**src/rtl/reg_probe_scanner.sv**
```systemverilog
// Register-file debug probe: reads one register through the debug read port and
// presents one OUT_W slice of it with a valid/ready handshake. Manual or auto-scan mode.
// Optional build macro PROBE_TIMESTAMP_EN adds a 16-bit cycle stamp captured with each sample.
module reg_probe_scanner #(
  parameter int NREGS    = 32,
  parameter int AW       = 5,
  parameter int DATA_W   = 32,
  parameter int OUT_W    = 16,
  parameter int SW       = 1,
  parameter int SCAN_GAP = 4
) (
  input  logic              clk,
  input  logic              reset,
  input  logic              mode,
  input  logic [AW-1:0]     select,
  input  logic [SW-1:0]     slice_sel,
  output logic [AW-1:0]     rf_raddr,
  input  logic [DATA_W-1:0] rf_rdata,
  output logic [OUT_W-1:0]  register_value,
  output logic [AW-1:0]     value_index,
  output logic              value_valid,
`ifdef PROBE_TIMESTAMP_EN
  output logic [15:0]       value_stamp,
`endif
  input  logic              value_ready
);

  localparam int SLICES = DATA_W / OUT_W;
  localparam int GW     = (SCAN_GAP > 1) ? $clog2(SCAN_GAP) : 1;

  typedef enum logic [2:0] {IDLE, ADDR, DATA, HOLD, GAP} state_t;

  state_t            state;
  state_t            state_next;

  logic [AW-1:0]     scan_idx;
  logic [AW-1:0]     cur_idx;
  logic [SW-1:0]     cur_slice;
  logic              cur_mode;
  logic [GW-1:0]     gap_cnt;

  logic              addr_en;
  logic              data_en;
  logic              accept;
  logic              gap_en;
  logic              gap_done;
  logic              idx_in_range;
  logic [OUT_W-1:0]  slice_data;
  logic [AW-1:0]     req_idx;

  always_ff @(posedge clk) begin
    if (reset) begin
      state <= IDLE;
    end else begin
      state <= state_next;
    end
  end

  // Scan samples with a zero gap skip the GAP state entirely.
  always_comb begin
    state_next = state;
    unique case (state)
      IDLE: state_next = ADDR;
      ADDR: state_next = DATA;
      DATA: state_next = HOLD;
      HOLD: begin
        if (value_ready) begin
          state_next = (cur_mode && (SCAN_GAP > 0)) ? GAP : ADDR;
        end
      end
      GAP: begin
        if (gap_done) begin
          state_next = ADDR;
        end
      end
      default: state_next = IDLE;
    endcase
  end

  always_comb begin
    addr_en  = (state == ADDR);
    data_en  = (state == DATA);
    accept   = (state == HOLD) && value_ready;
    gap_en   = (state == GAP);
    gap_done = (gap_cnt == GW'(SCAN_GAP - 1));
  end

  assign req_idx      = mode ? scan_idx : select;
  assign idx_in_range = (cur_idx != '0) && ({1'b0, cur_idx} < (AW + 1)'(NREGS));

  always_comb begin
    slice_data = '0;
    for (int k = 0; k < SLICES; k++) begin
      if (cur_slice == SW'(k)) begin
        slice_data = rf_rdata[k*OUT_W +: OUT_W];
      end
    end
  end

  // Request side: mode/select/slice_sel are only looked at here.
  always_ff @(posedge clk) begin
    if (reset) begin
      rf_raddr  <= '0;
      cur_idx   <= '0;
      cur_slice <= '0;
      cur_mode  <= 1'b0;
    end else if (addr_en) begin
      rf_raddr  <= req_idx;
      cur_idx   <= req_idx;
      cur_slice <= slice_sel;
      cur_mode  <= mode;
    end
  end

  always_ff @(posedge clk) begin
    if (reset) begin
      register_value <= '0;
      value_index    <= '0;
      value_valid    <= 1'b0;
    end else if (data_en) begin
      register_value <= idx_in_range ? slice_data : '0;
      value_index    <= cur_idx;
      value_valid    <= 1'b1;
    end else if (accept) begin
      value_valid    <= 1'b0;
    end
  end

  // The scan pointer only moves when a scan-mode sample is taken by the observer.
  always_ff @(posedge clk) begin
    if (reset) begin
      scan_idx <= '0;
    end else if (accept && cur_mode) begin
      scan_idx <= (scan_idx == AW'(NREGS - 1)) ? '0 : scan_idx + 1'b1;
    end
  end

  always_ff @(posedge clk) begin
    if (reset) begin
      gap_cnt <= '0;
    end else if (gap_en) begin
      gap_cnt <= gap_done ? '0 : gap_cnt + 1'b1;
    end
  end

`ifdef PROBE_TIMESTAMP_EN
  logic [15:0] stamp_cnt;

  always_ff @(posedge clk) begin
    if (reset) begin
      stamp_cnt   <= '0;
      value_stamp <= '0;
    end else begin
      stamp_cnt <= stamp_cnt + 16'd1;
      if (data_en) begin
        value_stamp <= stamp_cnt;
      end
    end
  end
`endif

endmodule

```
**config.mk**
```make
export PLATFORM = sky130hd
export DESIGN_NAME = reg_probe_scanner
export DESIGN_NICKNAME = d
export VERILOG_FILES = /design/src/rtl/reg_probe_scanner.sv
export SDC_FILE = /design/constraint.sdc
export NUM_CORES = 1
export LEC_CHECK = 0
export BUFFER_PORTS_ARGS = -buffer_cell sky130_fd_sc_hd__buf_2
export CAP_MARGIN = 30
export CORE_MARGIN = 5
export CORE_UTILIZATION = 28
export CTS_BUF_LIST = sky130_fd_sc_hd__clkbuf_8 sky130_fd_sc_hd__clkbuf_16
export CTS_CLUSTER_DIAMETER = 150
export DETAILED_ROUTE_END_ITERATION = 8
export HOLD_SLACK_MARGIN = 0.15
export PLACE_DENSITY = 0.55
export SLEW_MARGIN = 20
export SYNTH_ARGS = -nofsm -noshare
export SYNTH_HDL_FRONTEND = slang
export SYNTH_SLANG_ARGS = --single-unit
```
**constraint.sdc**
```tcl
create_clock -name clk -period 1.55 [get_ports clk]
set_input_delay 0.0775 -clock clk [delete_from_list [all_inputs] [get_ports clk]]
set_output_delay 0.0775 -clock clk [all_outputs]
set_load 0.05 [all_outputs]
```
-- After elaboration in Yosys (flattened, before gate mapping)
Cells that the tools add are included.
- flip-flop bits (word level): 39
- input bits: 42
- word-level logic and storage cells: 36
- eq/ne operators: 8
- add/sub/neg operators: 2
- reduce and logical (&&, ||, !) cells: 6
- mux-type cells: 11
- operators by type and width (operator ; count):
    $mux 16 ; 2
    $pmux 3 s5 ; 1
    $mux 5 ; 2
    $mux 3 ; 3
    $eq 3x2->1 const B ; 2
    $add 5x1->5 const B ; 1
    $eq 5x5->1 const B ; 1
    $reduce_bool 5->1 ; 1
    $eq 3x1->1 const B ; 1
    $eq 3x3->1 const B ; 1
    $logic_not 3->1 ; 1
    $add 2x1->2 const B ; 1
    $eq 2x2->1 const B ; 1
    $logic_and 1x1->1 ; 2
    $mux 1 ; 2
    $mux 2 ; 1
    $ne 2x1->1 const B ; 1
    $ne 2x2->1 const B ; 1
    $reduce_and 2->1 ; 1
    $reduce_bool 2->1 ; 1

-- Depth between registers and ports, before layout
Gate-level depths: netlist of the first run.
- word-level depth: 4
- gate-level depth with buffers: 5
- gate-level depth less buffers: 5

-- Least setup slack after synthesis of the first run
No wires, ideal clock.
- kind: flip-flop to flip-flop
- start point: reg cur_idx[1]
- end point: reg register_value[5]
- required time: 1.418 ns
- slack: -0.112 ns
- cell stages (with the launch flop): 6
- clock period less this slack: 1.662 ns
- data arrival time: 1.529 ns
- path through: dfxtp_1 -> or4_4 -> buf_6 -> buf_12 -> o211ai_2 -> a21oi_1
- longest elaborated chain between the ends: 2
- ends and longest elaborated chain (what ; RTL line ; RTL):
    start, declared ; 37 ; logic [AW-1:0] cur_idx;
    start signal, assigned ; 109 ; cur_idx <= req_idx;
    $reduce_bool 5->1 ; 89 ; assign idx_in_range = (cur_idx != '0) && ({1'b0, cur_idx} < (AW + 1)'(NREGS));
    $mux 16 ; 121 ; register_value <= idx_in_range ? slice_data : '0;
    end signal, assigned ; 121 ;
    end, declared ; 19 ; output logic [OUT_W-1:0] register_value,
Every way passes these cells.
A chain may end at the register's enable or synchronous reset.

-- Worst setup path after layout of the first run
- start point: reg scan_idx[1]
- end point: reg scan_idx[3]
- longest elaborated chain between the ends: 2
- elaborated cells between the ends (all ways): 3
- those cells by class: 1 x add/sub; 1 x eq/ne; 1 x mux
- ends and longest elaborated chain (what ; RTL line ; RTL):
    start, declared ; 36 ; logic [AW-1:0] scan_idx;
    start signal, assigned ; 134 ; scan_idx <= (scan_idx == AW'(NREGS - 1)) ? '0 : scan_idx + 1'b1;
    $add 5x1->5 / $eq 5x5->1 (equally long branches) ; 134 ;
    $mux 5 (*) ; 134 ;
Every way passes the cells marked *; elsewhere a longest branch is shown, timed or not.

==> metrics.yaml, run 1 <==
status:
  status: "complete, no violations"
logic_synthesis:
  synthXorXnorAreaFrac: 0
  ys_async_sr_fraction: 0
  synth-seq-cells: 39
  synth_simple_gate_area_frac: 0.159
  synth_fp_nets: 250
  synth.mux.area_fraction: 0.141
  synth-adder-area-share: 0.0196
  ys.flop_type: "dfxtp_1"
  synth_cell_types: 33
  synth_compound_area_frac: 0.214
  ys_warn_count: 0
  synthCells: 205
  ys_seq_area_frac: 0.407
  synth_top_family_by_area: "compound AO/OA/AOI/OAI gates"
  synth_edf_count: 0
  synth_area_per_cell_sq_um: 9.36
  syn_area_sq_mm: 0.00192
clock_tree:
  clock_sinks: 39
  tritoncts: "yes"
  postCtsSetupBuffers: 0
  cts.htree.levels: 2
  clockRootBuffer: "clkbuf_8"
  clkTransAtPathRegs_ps: 80
  numCtsBuffers: 5
  insertion_delay_ps: 290
  cts_buffer_depth: 2
die:
  die_area_sq_mm: 0.00861
  pin_count: 69
  start_util: 0.286
  die_h_microns: 92.8
  rows: 30
  die_width_microns: 92.8
  core_sq_mm: 0.00672
pwr:
  p_per_area_mw_per_mm2: 1040
  p_leak_nw: 1.10
  finalPower_mw: 2.67
  ir_drop_mv: 0.382
drt:
  drt_pre_antenna_iters: 4
  route.met3.wl_microns: 281
  wl_met2_microns: 2280
  via_per_inst: 4.79
  met1Wirelength_microns: 2130
  routed.top_layer: "met4"
  routedWlPerCell_microns: 13.2
  drc: 0
  vias: 1721
  antenna_left: 0
  first_iter_violations: 52
  routed_wl_microns: 4740
worst_setup_path:
  cp_top_family: "adder cells"
  worst_ep_required_time_ps: 1730
  path_class: "flop to flop"
  worstReg2RegStart: "scan_idx[1]"
  reg2reg_depth: 5
  slowest_stage: "dfxtp_1"
  worstPathArrival_ps: 1640
  rr_endpoint: "scan_idx[3]"
  r2r_slack_ps: 90
  cp_max_fo: 4
  worstPathCellList: "ha_1 -> and3_1 -> ha_2 -> o211ai_1 -> a32o_1"
  max_stage_delay_ps: 380
  end_kind: "flop"
  path_buf_inv: 0
  worstSetupStartpointType: "flop"
grt:
  grt_pass1_vias: 1721
  antenna_found_initial: 0
  grt_overflow: 0
  grt_pass1_wl_microns: 8050
  grt_max_degree: 24
  track_usage: 0.115
final_layout:
  nets: 323
  final_common_cell: "buf_2"
  antenna_cells: 0
  final_area_sq_mm: 0.00256
  fillers: 693
  area.sequential_sq_um: 786
  mostFrequentLayoutCells: "68 x buf_2, 35 x dfxtp_1, 28 x nand2_1"
  syn_to_final_growth_pct: 33.3
  multiInputGateArea_sq_mm: 0.00104
  drive_gt1_frac: 0.437
hold_path:
  min_path_type: "primary input to flop"
  hold-path-endpoint: "cur_idx[0]"
  holdPathStages: 3
  hp-start: "select[0]"
timing:
  maxSlewViolCount: 0
  fmax_ghz: 0.685
  rsz0062_at_grt: "no"
  final-hold-violation-count: 0
  tightest_slew_ps: 477
  slew-limit-headroom: 0.682
  setup_viol: 0
  clock_skew_ps: 9.05
  post-route-period-util: 0.942
  period_needed_ps: 1460
  setup_tns_ps: 0
place:
  numPortBuffers: 68
  postPlaceCellArea_sq_mm: 0.00236
  place_congestion: 0.813
  dp_hpwl_microns: 3480
flow_run:
  max_cap_viol_count: 0
-- Yosys cell counts (all sizes together), types with 2 or more instances --
master,instances,area [sq um]
a32o,2,20.0
nand2b,2,12.5
a21oi,26,130
and3,2,12.5
clkbuf,8,31.3
inv,2,7.51
nor2,13,48.8
dfxtp,39,781
o211ai,18,185
mux2i,9,90.1
nand2,28,105
nand3b,2,15.0
o21ai,3,15.0
nor3b,5,47.5
a211oi,5,37.5
ha,3,37.5
nand4b,2,17.5
mux2,16,180
buf,11,76.3
-- through the flow --
stage               hold WS [ps]  cells  setup slack, ps  utilization
global route                 195    359             9.20        0.381
CTS                          152    359             69.7        0.380
global placement             328    345             53.7        0.351
finish                       162    359             90.3        0.381
detailed placement           332    345            -19.6        0.351
floorplan                    188    205             3.43            -
-- final cells by class --
type                       count  area share
timing repair buffer          85       0.194
clock buffer                   5      0.0269
clock inverter                 3      0.0249
multi-input combinational    145       0.405
inverter                       2     0.00293
sequential                    39       0.307
tap                           80      0.0391
-- registers in the layout, indices dropped and copies added, names as in the netlist --
register / flops
register_value: 16
cur_idx: 5
scan_idx: 5
value_index: 5
state: 3
gap_cnt: 2
cur_mode: 1
cur_slice: 1
value_valid: 1
-- worst max-delay path by stage --
stage / start / end / slack (ps) / cells after the start
after CTS: scan_idx[0] / scan_idx[3] / 70 / 5
after global routing: scan_idx[1] / scan_idx[3] / 9 / 5
after floorplan: cur_idx[1] / register_value[5] / 3 / 5
after global placement: scan_idx[0] / scan_idx[0] / 50 / 5
final: scan_idx[1] / scan_idx[3] / 90 / 5
after detailed placement: scan_idx[0] / scan_idx[0] / -20 / 5
-- worst reg2reg max path, stage by stage (launching register included) --
cell and delay (ps):
dfxtp_1 380, ha_1 210, and3_1 180, ha_2 220, o211ai_1 110, a32o_1 270
-- metal layers --
metal	track usage	up-vias
met5	0	-
met4	0.0342	0
met3	0.0357	5
met2	0.197	41
met1	0.136	797
li1	-	878
-- power breakdown --
part | total, mW | switching, mW | internal (mW)
sequential | 1.08 | 0.0298 | 1.05
combinational | 0.578 | 0.371 | 0.208
clock | 1.01 | 0.372 | 0.637
total | 2.67 | 0.773 | 1.90
-- timing repair --
action                                  CTS  global route
endpoints found under the setup margin    3             2
endpoints found under the hold margin     7             0
gates resized for setup                   1             2
hold buffers                              6             0
-- cells by family after synthesis --
| group | count (synthesis) |
|---|---|
| and+or+nand+nor | 60 |
| muxes | 25 |
| AOI/OAI and AO/OA | 57 |
| adders and majority gates | 3 |
| DFF | 39 |
| buffers and inverters | 21 |
Power figures use the tool's default switching activity.
==> run 2: changes to the inputs <==
- CORE_ASPECT_RATIO: not set -> 0.7
==> run 2 against run 1 <==
Against the previous run: setup slack got worse by 2.8 ps; combinational power down 1%; global-route usage is 0.14 points lower; sequential share of layout area decreased by 0.18 points; cell area rose by 0.59%; non-clock buffer count stayed put; routed wire length grew 2.1%; critical path type unchanged.
==> metrics.yaml, run 2 (synthesis gave the netlist of run 1 again) <==
worst_setup_path:
  rr_endpoint: "scan_idx[3]"
  r2r_slack_ps: 90  # about the same
  cp_num_cells: 5  # unchanged
  cp_top_family: "adder cells"
  path_buf_inv: 0  # unchanged
  path_class: "flop to flop"
  worstReg2RegStart: "scan_idx[0]"
  end_kind: "flop"
  max_stage_delay_ps: 370  # about the same
  cp_max_fo: 5  # +1
  worst_ep_required_time_ps: 1740  # about the same
  worstPathCellList: "ha_1 -> and3_1 -> ha_2 -> o211ai_1 -> a32o_1"
  worstPathArrival_ps: 1650  # about the same
  worstSetupStartpointType: "flop"
  reg2reg_depth: 5  # unchanged
  slowest_stage: "dfxtp_2"
place:
  numPortBuffers: 68  # unchanged
  place_ws_ps: -0.0552  # +19.5 ps
  place_congestion: 0.717  # -12%
  dpl.cell_count: 359  # +4.1%
  postPlaceCellArea_sq_mm: 0.00239  # +1.3%
  dp_hpwl_microns: 3570  # +2.8%
pwr:
  ir_drop_mv: 0.378  # -1.1%
  p_per_area_mw_per_mm2: 987  # -5.5%
  p_leak_nw: 1.09  # -0.33%
  finalPower_mw: 2.54  # -4.9%
flow_run:
  max_cap_viol_count: 0  # unchanged
die:
  start_util: 0.287  # +0.00107
  pin_count: 69  # unchanged
  rows: 25  # -17%
  die_width_microns: 109  # +17%
  die_area_sq_mm: 0.00864  # +0.30%
  core_sq_mm: 0.00669  # -0.37%
  die_h_microns: 79.3  # -15%
grt:
  track_usage: 0.113  # -0.00136
  grt_pass1_wl_microns: 7710  # -4.2%
  grt_util_met3: 0.0422  # +0.00650
  grt_overflow: 0  # unchanged
  antenna_found_initial: 0  # unchanged
  busiest_layer: "met2"
  grt_max_degree: 23  # -4.2%
  met1_usage: 0.148  # +0.0112
  grt_use_met2: 0.171  # -0.0258
  grt_pass1_vias: 1622  # -5.8%
clock_tree:
  insertion_delay_ps: 290  # about the same
  postCtsSetupBuffers: 0  # unchanged
  cts_buffer_depth: 2  # unchanged
  clock_sinks: 39  # unchanged
  clkTransAtPathRegs_ps: 80  # about the same
  cts.htree.levels: 2  # unchanged
  tritoncts: "yes"
  numCtsBuffers: 5  # unchanged
  clockRootBuffer: "clkbuf_8"
drt:
  vias: 1701  # -1.2%
  drc: 0  # unchanged
  drt_pre_antenna_iters: 4  # unchanged
  first_iter_violations: 58  # +12%
  antenna_left: 0  # unchanged
  via_per_inst: 4.56  # -4.9%
  routed_wl_microns: 4840  # +2.1%
  routedWlPerCell_microns: 13.0  # -1.7%
timing:
  rsz0062_at_grt: "no"
  setup_tns_ps: 0  # unchanged
  period_needed_ps: 1460  # +2.83 ps
  slew-limit-headroom: 0.705  # +0.0229
  fmax_ghz: 0.684  # -0.19%
  worst_hold_slack_ps: 171  # +9.45 ps
  post-route-period-util: 0.944  # +0.00183
  final-hold-violation-count: 0  # unchanged
  layout_setup_ws_ps: 87.5  # -2.83 ps
  setup_viol: 0  # unchanged
  tightest_slew_ps: 443  # -34.3 ps
  maxSlewViolCount: 0  # unchanged
  clock_skew_ps: 7.46  # -1.60 ps
final_layout:
  syn_to_final_growth_pct: 34.1
  mostFrequentLayoutCells: "68 x buf_2, 35 x dfxtp_1, 28 x nand2_1"
  drive_gt1_frac: 0.441  # +0.00358
  fillers: 706  # +1.9%
  largest_reg_flops: 16  # unchanged
  final_cell_count_no_fill: 373  # +3.9%
  antenna_cells: 0  # unchanged
  final_area_sq_mm: 0.00257  # +0.59%
  final_common_cell: "buf_2"
  largest_register: "register_value"
  final_core_util: 0.384  # +0.00367
  nets: 323  # unchanged
hold_path:
  hp-start: "mode"
  hold-path-endpoint: "cur_mode"
  min_path_type: "primary input to flop"
  holdPathStages: 3  # unchanged
status:
  status: "complete, no violations"
run 2: how the worst max path moves through the flow:
stage	start	endpoint	slack, ps
after floorplan	cur_idx[1]	register_value[5]	3
final	scan_idx[0]	scan_idx[3]	90
after CTS	scan_idx[0]	scan_idx[3]	30
after global placement	scan_idx[0]	scan_idx[0]	60
after detailed placement	scan_idx[0]	scan_idx[0]	-0.06
after global routing	scan_idx[0]	scan_idx[0]	30
run 2: cell type report:
cell class / count / area, sq um / area share
clock buffers: 6 / 82.6 / 0.0321
well taps: 94 / 118 / 0.0457
multi-input cells: 145 / 1040 / 0.403
clock inverters: 2 / 35.0 / 0.0136
flip-flops and latches: 39 / 786 / 0.305
inverters: 2 / 7.51 / 0.00292
repair buffers: 85 / 508 / 0.197
run 2: per-layer routing:
metal	up-vias	part of all wire
met4	0	0.0056
li1	884	-
met5	-	0
met2	43	0.44
met1	772	0.48
met3	2	0.075
run 2: tightest hold or removal path: cells and delay by family:
kind / cells / cell delay [ps]
buf+inv: 1 / 170
mux: 1 / 100
simple gates: 1 / 70
run 2: where the power goes:
group / switching, mW / leakage, nW / internal (mW)
registers: 0.0369 / 0.319 / 1.05
logic: 0.363 / 0.713 / 0.208
clock network: 0.357 / 0.0612 / 0.521
run 2: repair_timing:
| action | 4_1_cts | 5_1_grt |
|---|---|---|
| resized for setup | 1 | 2 |
| cloned | 0 | 0 |
| pin swaps | 0 | 0 |
| hold endpoints to repair | 7 | 0 |
| setup endpoints to repair | 3 | 3 |
| hold buffers | 6 | 0 |
